$ cat config.mk
export PLATFORM = sky130hd
export DESIGN_NAME = pxs_pattern_gen
export DESIGN_NICKNAME = d
export VERILOG_FILES = /design/src/rtl/pxs_pattern_gen.sv
export SDC_FILE = /design/constraint.sdc
export NUM_CORES = 1
export LEC_CHECK = 0
export BUFFER_PORTS_ARGS = -buffer_cell sky130_fd_sc_hd__buf_2
export CORE_UTILIZATION = 47
export CTS_CLUSTER_SIZE = 25
export DETAILED_ROUTE_END_ITERATION = 6
export PLACE_DENSITY = 0.75
export SLEW_MARGIN = 20
export SYNTH_ARGS = -nofsm -noshare
export SYNTH_HDL_FRONTEND = slang
export SYNTH_SLANG_ARGS = --single-unit
$ cat constraint.sdc
create_clock -name px_clk -period 1.75 [get_ports px_clk]
set_input_delay 0.4375 -clock px_clk [delete_from_list [all_inputs] [get_ports px_clk]]
set_output_delay 0.4375 -clock px_clk [all_outputs]
set_load 0.05 [all_outputs]
$ cat src/rtl/pxs_pattern_gen.sv
// pxs_pattern_gen: two-stage test-pattern generator (checker/bars/solid/gradient) with per-frame shadowed settings.
// Define PXS_PATTERN_SCROLL_EN to scroll the checker left by 2 pixels per frame.
module pxs_pattern_gen #(
    parameter int CW         = 1,
    parameter int XGRID_LOG2 = 6,
    parameter int YGRID_LOG2 = 6,
    parameter int BAR_LOG2   = 6,
    parameter int VS_POL     = 0
) (
    input  logic                px_clk,
    input  logic                rst_n,
    input  logic [22:0]         VGA_SCA_Str_i,
    input  logic [1:0]          mode_i,
    input  logic [3*CW-1:0]     fg_i,
    input  logic [3*CW-1:0]     bg_i,
    output logic [23+3*CW-1:0]  VGA_SCA_RGB_Str_o,
    output logic [7:0]          frame_cnt_o
);
    // Sideband layout: {Active, YC[9:0], XC[9:0], VS, HS}
    localparam int VS_B  = 1;
    localparam int XC_L  = 2;
    localparam int YC_L  = 12;
    localparam int ACT_B = 22;
    logic [22:0]        s1_q, s1_d;
    logic [23+3*CW-1:0] out_q, out_d;
    logic [7:0]         cnt_q, cnt_d;
    logic [1:0]         mode_q, mode_d;
    logic [3*CW-1:0]    fg_q, fg_d, bg_q, bg_d, rgb;
    logic [9:0]         xc, yc, xy, xoff, cx, cy, bar;
    logic               fs;
    always_comb begin
        s1_d = VGA_SCA_Str_i;
        xc = s1_q[XC_L +: 10];
        yc = s1_q[YC_L +: 10];
        xy = xc ^ yc;
        // Stage-2 register still holds the previous registered VS
        fs = (s1_q[VS_B] == 1'(VS_POL)) && (out_q[VS_B] != 1'(VS_POL));
        mode_d = fs ? mode_i : mode_q;
        fg_d = fs ? fg_i : fg_q;
        bg_d = fs ? bg_i : bg_q;
        cnt_d = cnt_q + 8'(fs);
`ifdef PXS_PATTERN_SCROLL_EN
        xoff = {1'b0, cnt_q, 1'b0};
`else
        xoff = '0;
`endif
        cx = (xc + xoff) >> XGRID_LOG2;
        cy = yc >> YGRID_LOG2;
        bar = xc >> BAR_LOG2;
        // The _d shadow values are the effective settings, so a frame-start pixel sees the new ones
        rgb = mode_d == 2'd0 ? ((cx[0] ^ cy[0]) ? fg_d : bg_d) :
              mode_d == 2'd1 ? {{CW{bar[2]}}, {CW{bar[1]}}, {CW{bar[0]}}} :
              mode_d == 2'd2 ? fg_d :
                               {xc[9 -: CW], yc[9 -: CW], xy[9 -: CW]};
        out_d = {s1_q[ACT_B] ? rgb : {3*CW{1'b0}}, s1_q};
    end
    always_ff @(posedge px_clk or negedge rst_n) begin
        if (!rst_n) begin
            s1_q   <= '0;
            out_q  <= '0;
            cnt_q  <= '0;
            mode_q <= '0;
            fg_q   <= '0;
            bg_q   <= '0;
        end else begin
            s1_q   <= s1_d;
            out_q  <= out_d;
            cnt_q  <= cnt_d;
            mode_q <= mode_d;
            fg_q   <= fg_d;
            bg_q   <= bg_d;
        end
    end
    assign VGA_SCA_RGB_Str_o = out_q;
    assign frame_cnt_o = cnt_q;
endmodule

Word-level counts from Yosys, hierarchy flattened
Index checks and enable logic that the tools add are counted.
{"block": "classes", "add_sub_neg": 1, "n_eq_ne": 2, "mux": 8, "bitwise_logic": 3, "reduce_logical": 2}
{"op": "3-bit two-way mux", "count": 7}
{"op": "10-bit bitwise XOR", "count": 1}
{"op": "8-bit by 1-bit adder with 8-bit output", "count": 1}
{"op": "2-bit by 1-bit equality test with 1-bit output (second input constant)", "count": 1}
{"op": "2-bit equality test (second input constant)", "count": 1}
{"op": "2-bit logical NOT", "count": 1}
{"op": "2-bit two-way mux", "count": 1}
{"op": "1-bit logical AND", "count": 1}
{"op": "1-bit inverter", "count": 1}
{"op": "1-bit bitwise XOR", "count": 1}
{"block": "totals", "reg_bits": 65, "input_bits": 33, "output_inout_bits": 34, "elab_cells": 22}

Logic depth before layout (Yosys ltp)
{"block": "depth", "depth_word": 8, "ltp_mapped": 7, "mapped_depth_nobuf": 6}

Worst setup path before layout
No wires, ideal clock.
{"block": "synth_timing", "path_kind": "register to register", "start": "register out_q[1], in the netlist VGA_SCA_RGB_Str_o[1]", "end": "register cnt_q[6], in the netlist frame_cnt_o[6]", "setup_ns": 0.141, "t_arrival_ns": 1.794, "t_required_ns": 1.609, "path_slack_ns": -0.185, "path_stages_with_launch": 8, "path_buffers": 1, "synth_period_minus_slack_ns": 1.935, "cell_sequence": "dfrtp_1 -> nor2b_4 -> buf_8 -> ha_1 -> ha_1 -> and3_1 -> nand3_1 -> xnor2_1"}
{"block": "synth_between", "elab_chain_len": 2}
{"item": "start, declared", "line": "25", "text": "logic [23+3*CW-1:0] out_q, out_d;"}
{"item": "start signal, assigned", "line": "67", "text": "out_q <= out_d;"}
{"item": "1-bit logical AND", "line": "37", "text": "fs = (s1_q[VS_B] == 1'(VS_POL)) && (out_q[VS_B] != 1'(VS_POL));"}
{"item": "8-bit by 1-bit adder with 8-bit output", "line": "41", "text": "cnt_d = cnt_q + 8'(fs);"}
{"item": "net cnt_d[6]", "line": "26", "text": "logic [7:0] cnt_q, cnt_d;"}
{"item": "end signal, assigned", "line": "68", "text": "cnt_q <= cnt_d;"}
{"item": "end, declared", "line": "26"}
The timed path passes the listed nets, and every way through them passes these cells.

Worst setup path in the final report
{"block": "layout_timing", "start": "register s1_q[1]", "end": "register out_q[25], in the netlist VGA_SCA_RGB_Str_o[25]"}
{"block": "layout_between", "elab_chain_len": 8, "elab_cells_between_ends": 13, "classes_between": "eq/ne (2); mux (8); bitwise (1); reduce/logical (2)"}
{"item": "start, declared", "line": "24", "text": "logic [22:0] s1_q, s1_d;"}
{"item": "start signal, assigned", "line": "59", "text": "s1_q <= '0;"}
{"item": "start signal, assigned", "line": "66", "text": "s1_q <= s1_d;"}
{"item": "1-bit inverter (*)", "line": "37"}
{"item": "1-bit logical AND (*)", "line": "37"}
{"item": "2-bit two-way mux (*)", "line": "38", "text": "mode_d = fs ? mode_i : mode_q;"}
{"item": "net mode_d[0]", "line": "27", "text": "logic [1:0] mode_q, mode_d;"}
{"item": "2-bit equality test", "line": "53", "text": "mode_d == 2'd2 ? fg_d :"}
{"item": "3-bit two-way mux", "line": "53"}
{"item": "3-bit two-way mux", "line": "52", "text": "mode_d == 2'd1 ? {{CW{bar[2]}}, {CW{bar[1]}}, {CW{bar[0]}}} :"}
{"item": "3-bit two-way mux (*)", "line": "51", "text": "rgb = mode_d == 2'd0 ? ((cx[0] ^ cy[0]) ? fg_d : bg_d) :"}
{"item": "3-bit two-way mux (*)", "line": "55", "text": "out_d = {s1_q[ACT_B] ? rgb : {3*CW{1'b0}}, s1_q};"}
{"item": "net out_d[25]", "line": "25"}
The timed path passes the listed nets; every way through them passes the cells marked *.

==> summary.txt <==
Status
  • Run status: completed

CTS
  • Worst-Skew Late Latency: 330 ps
  • CTS tree: yes
  • Num CTS Buffers: 9
  • Root Driver: clkbuf_8
  • Post_cts resized: 0
  • CTS H-tree lvls: 3
  • Hold-fix buffers, CTS: 0
  • Clk pin slew, worst setup/hold paths: 70 ps
  • Post-CTS Setup Bufs: 0
  • CTS max path bufs: 2
  • Clk sinks: 65

Global route
  • Initial antenna violation count: 0
  • First-pass GRT wire length: 5820 µm
  • GRT Total Usage: 18.7%
  • GR Overflow Total: 0
  • Largest net degree at the start of global routing: 66
  • Vias in the first global route: 1231

Drt
  • Routed len/inst: roughly 15 µm
  • Via density per instance: 4.83
  • DR DRC count: 0
  • Total Wirelength: 3570 µm
  • Via count: 1160
  • DRT antenna net count: 0
  • DRT Pass-1 Iters: 4
  • 1st-iter DRT viols: 59

Die
  • Rows: 23
  • Die Area: between 4000 and 5000 µm²
  • Initial Util: a little over 50%
  • Die X: a little under 70 µm
  • # IOs: 67
  • Core Area: 4120 µm²
  • Die Ht: 68.5 µm

STA
  • Final Cycle Share: 97.2%
  • Worst setup margin: 48.4 ps
  • Final Skew: about 5.6 ps
  • Hold Fails Final Rpt: 0
  • Max frequency: 588 MHz
  • Final period demand of the worst path: around 1700 ps
  • RSZ-0062 raised after global routing: false
  • Setup Total Neg Slack: 0 ps
  • WHS: 115 ps
  • Relative slew margins: 78.0%
  • Worst-margin pin slew: 330 ps
  • Final setup vio count: 0
  • Max Slew Vio Count: 0

Synth
  • Post-synthesis mux area share: 9.94%
  • Cell Area, Synth: slightly above 2000 µm²
  • Mapped Avg Cell Area: 19.4 µm²
  • Seq/Total Area, Yosys: 78.3%
  • YS warnings: 0
  • Cell variety after synth: 21
  • Synth Area in Adders: 1.20%
  • Simple-gate share of the synthesized area: 3.98%
  • Post-Synth XOR/XNOR Area: 3.37%
  • Yosys reg bits: 65
  • Synthesized instance count: 107
  • Syn nets: 142
  • Largest family of logic cells by synthesized area: multiplexers
  • Compound-Gate Fraction of Synth Area: 2.29%

Critical path
  • Worst Path Buf+Inv: 1
  • Critical Path AT: 1910 ps
  • FF-to-FF setup slack: between 40 and 50 ps
  • CP Data Required Time: 1960 ps
  • Crit Path Max Fanout: 9
  • WP depth: 5
  • Worst Reg2Reg Path Length in Cells: 5
  • Critical path's top delay family: flip-flops
  • Critical Path Source Type: flip-flop
  • Critical path class: reg -> reg
  • Delay of the slowest critical-path stage: approximately 410 ps
  • R2R Path End: VGA_SCA_RGB_Str_o[25]
  • Worst reg2reg path startpoint: s1_q[1]
  • Crit path launch: s1_q[1]
  • Worst path cell trace: nor2b_4 > buf_4 > mux2_4 > nand2b_4 > a221oi_1
  • CP endpoint: VGA_SCA_RGB_Str_o[25]
  • Critical Path Sink Type: flip-flop
  • Slowest CP cell: dfrtp_1

Power
  • Worst VDD drop: 0.000818 V
  • PwrDens: 1420 nW/µm²
  • Leakage Power: 1.34 nW

Cells and area
  • Commonest non-fill, non-tap cells in the layout: buf_2, dfrtp_1, clkbuf_8
  • Most common cell after layout, fill and taps aside: buf_2
  • Fillers: 319
  • Fin nets: around 220
  • Layout cells sized above 1: a little over half
  • Diodes inserted: 0
  • Area grow syn2layout: 31.8%

Min path
  • Type of the most critical hold path: in -> async

Placement
  • Post-DP HPWL: 2500 µm
  • Routability Congestion: 0.770
  • Port bufs: 66
  • Dpl ws: approximately 74 ps

Run
  • Max_cap viols: 0
-- sequential cells by signal, summed over array words and instances (netlist names) --
| name | cells |
|---|---|
| VGA_SCA_RGB_Str_o | 26 |
| bg_q | 3 |
| fg_q | 3 |
| frame_cnt_o | 8 |
| mode_q | 2 |
| s1_q | 23 |
-- cell families after synthesis --
group                      count (synthesis)
DFF                                       65
muxes                                     14
and+or+nand+nor                           10
xor gates and xnor gates                   8
AOI/OAI and AO/OA                          6
buffers and inverters                      2
adders and majority gates                  2
-- metrics by stage --
step	area, µm²	util [%]	std cells	power, mW
6_report	2740	66.5	240	3.88
2_1_floorplan	2110	-	107	2.33
5_1_grt	2740	66.5	240	4.07
3_3_place_gp	2520	61.3	225	2.53
3_5_place_dp	2520	61.3	225	2.56
4_1_cts	2740	66.5	240	3.93
-- worst min-delay path by stage --
stage,startpoint,to,cells after the start
CTS,rst_n,s1_q[1],2
finish,rst_n,fg_q[0],2
global route,rst_n,fg_q[0],2
detailed placement,s1_q[16],VGA_SCA_RGB_Str_o[16],0
global placement,s1_q[20],VGA_SCA_RGB_Str_o[20],0
floorplan,rst_n,VGA_SCA_RGB_Str_o[0],0
-- cell usage after synthesis --
cell type	count	share of area [%]
a21oi_1	3	0.72
a221oi_1	2	0.84
a221oi_2	1	0.72
and3_1	1	0.30
and4_1	1	0.42
buf_8	1	0.72
dfrtp_1	65	78
ha_1	2	1.2
inv_1	1	0.18
mux2_2	6	3.3
mux2_4	2	1.4
mux2i_1	3	1.4
mux4_1	3	3.8
nand2_1	1	0.18
nand2b_1	1	0.30
nand2b_4	2	1.3
nand3_1	2	0.48
nand4_1	1	0.30
nor2b_4	1	0.66
xnor2_1	4	1.7
xor2_1	4	1.7
-- power by group --
part           internal (mW)  switching (mW)
logic                  0.231           0.528
clock network          0.800           0.554
registers               1.66           0.109
-- worst reg2reg max path, stage by stage, from the launching register on --
cell	delay, ps
dfrtp_1	410
nor2b_4	160
buf_4	190
mux2_4	370
nand2b_4	150
a221oi_1	310
-- area by class of cell --
class                      count  area (µm²)  area share, %
clock buffer                   9         124           4.52
clock inverter                 6        92.6           3.38
inverter                       1        3.75          0.137
multi-input combinational     40         462           16.9
sequential                    65        1630           59.5
tap                           50        62.6           2.29
timing repair buffer          69         365           13.3
-- metal layers --
layer | vias up | track usage, % | part of all wire (%)
met5 | - | 0 | 0
met4 | 0 | 4.69 | 0.36
met3 | 2 | 13.5 | 10
met2 | 56 | 29.7 | 50
met1 | 570 | 19.9 | 39
li1 | 532 | - | -
No activity file was read; power rests on OpenSTA's default activity.
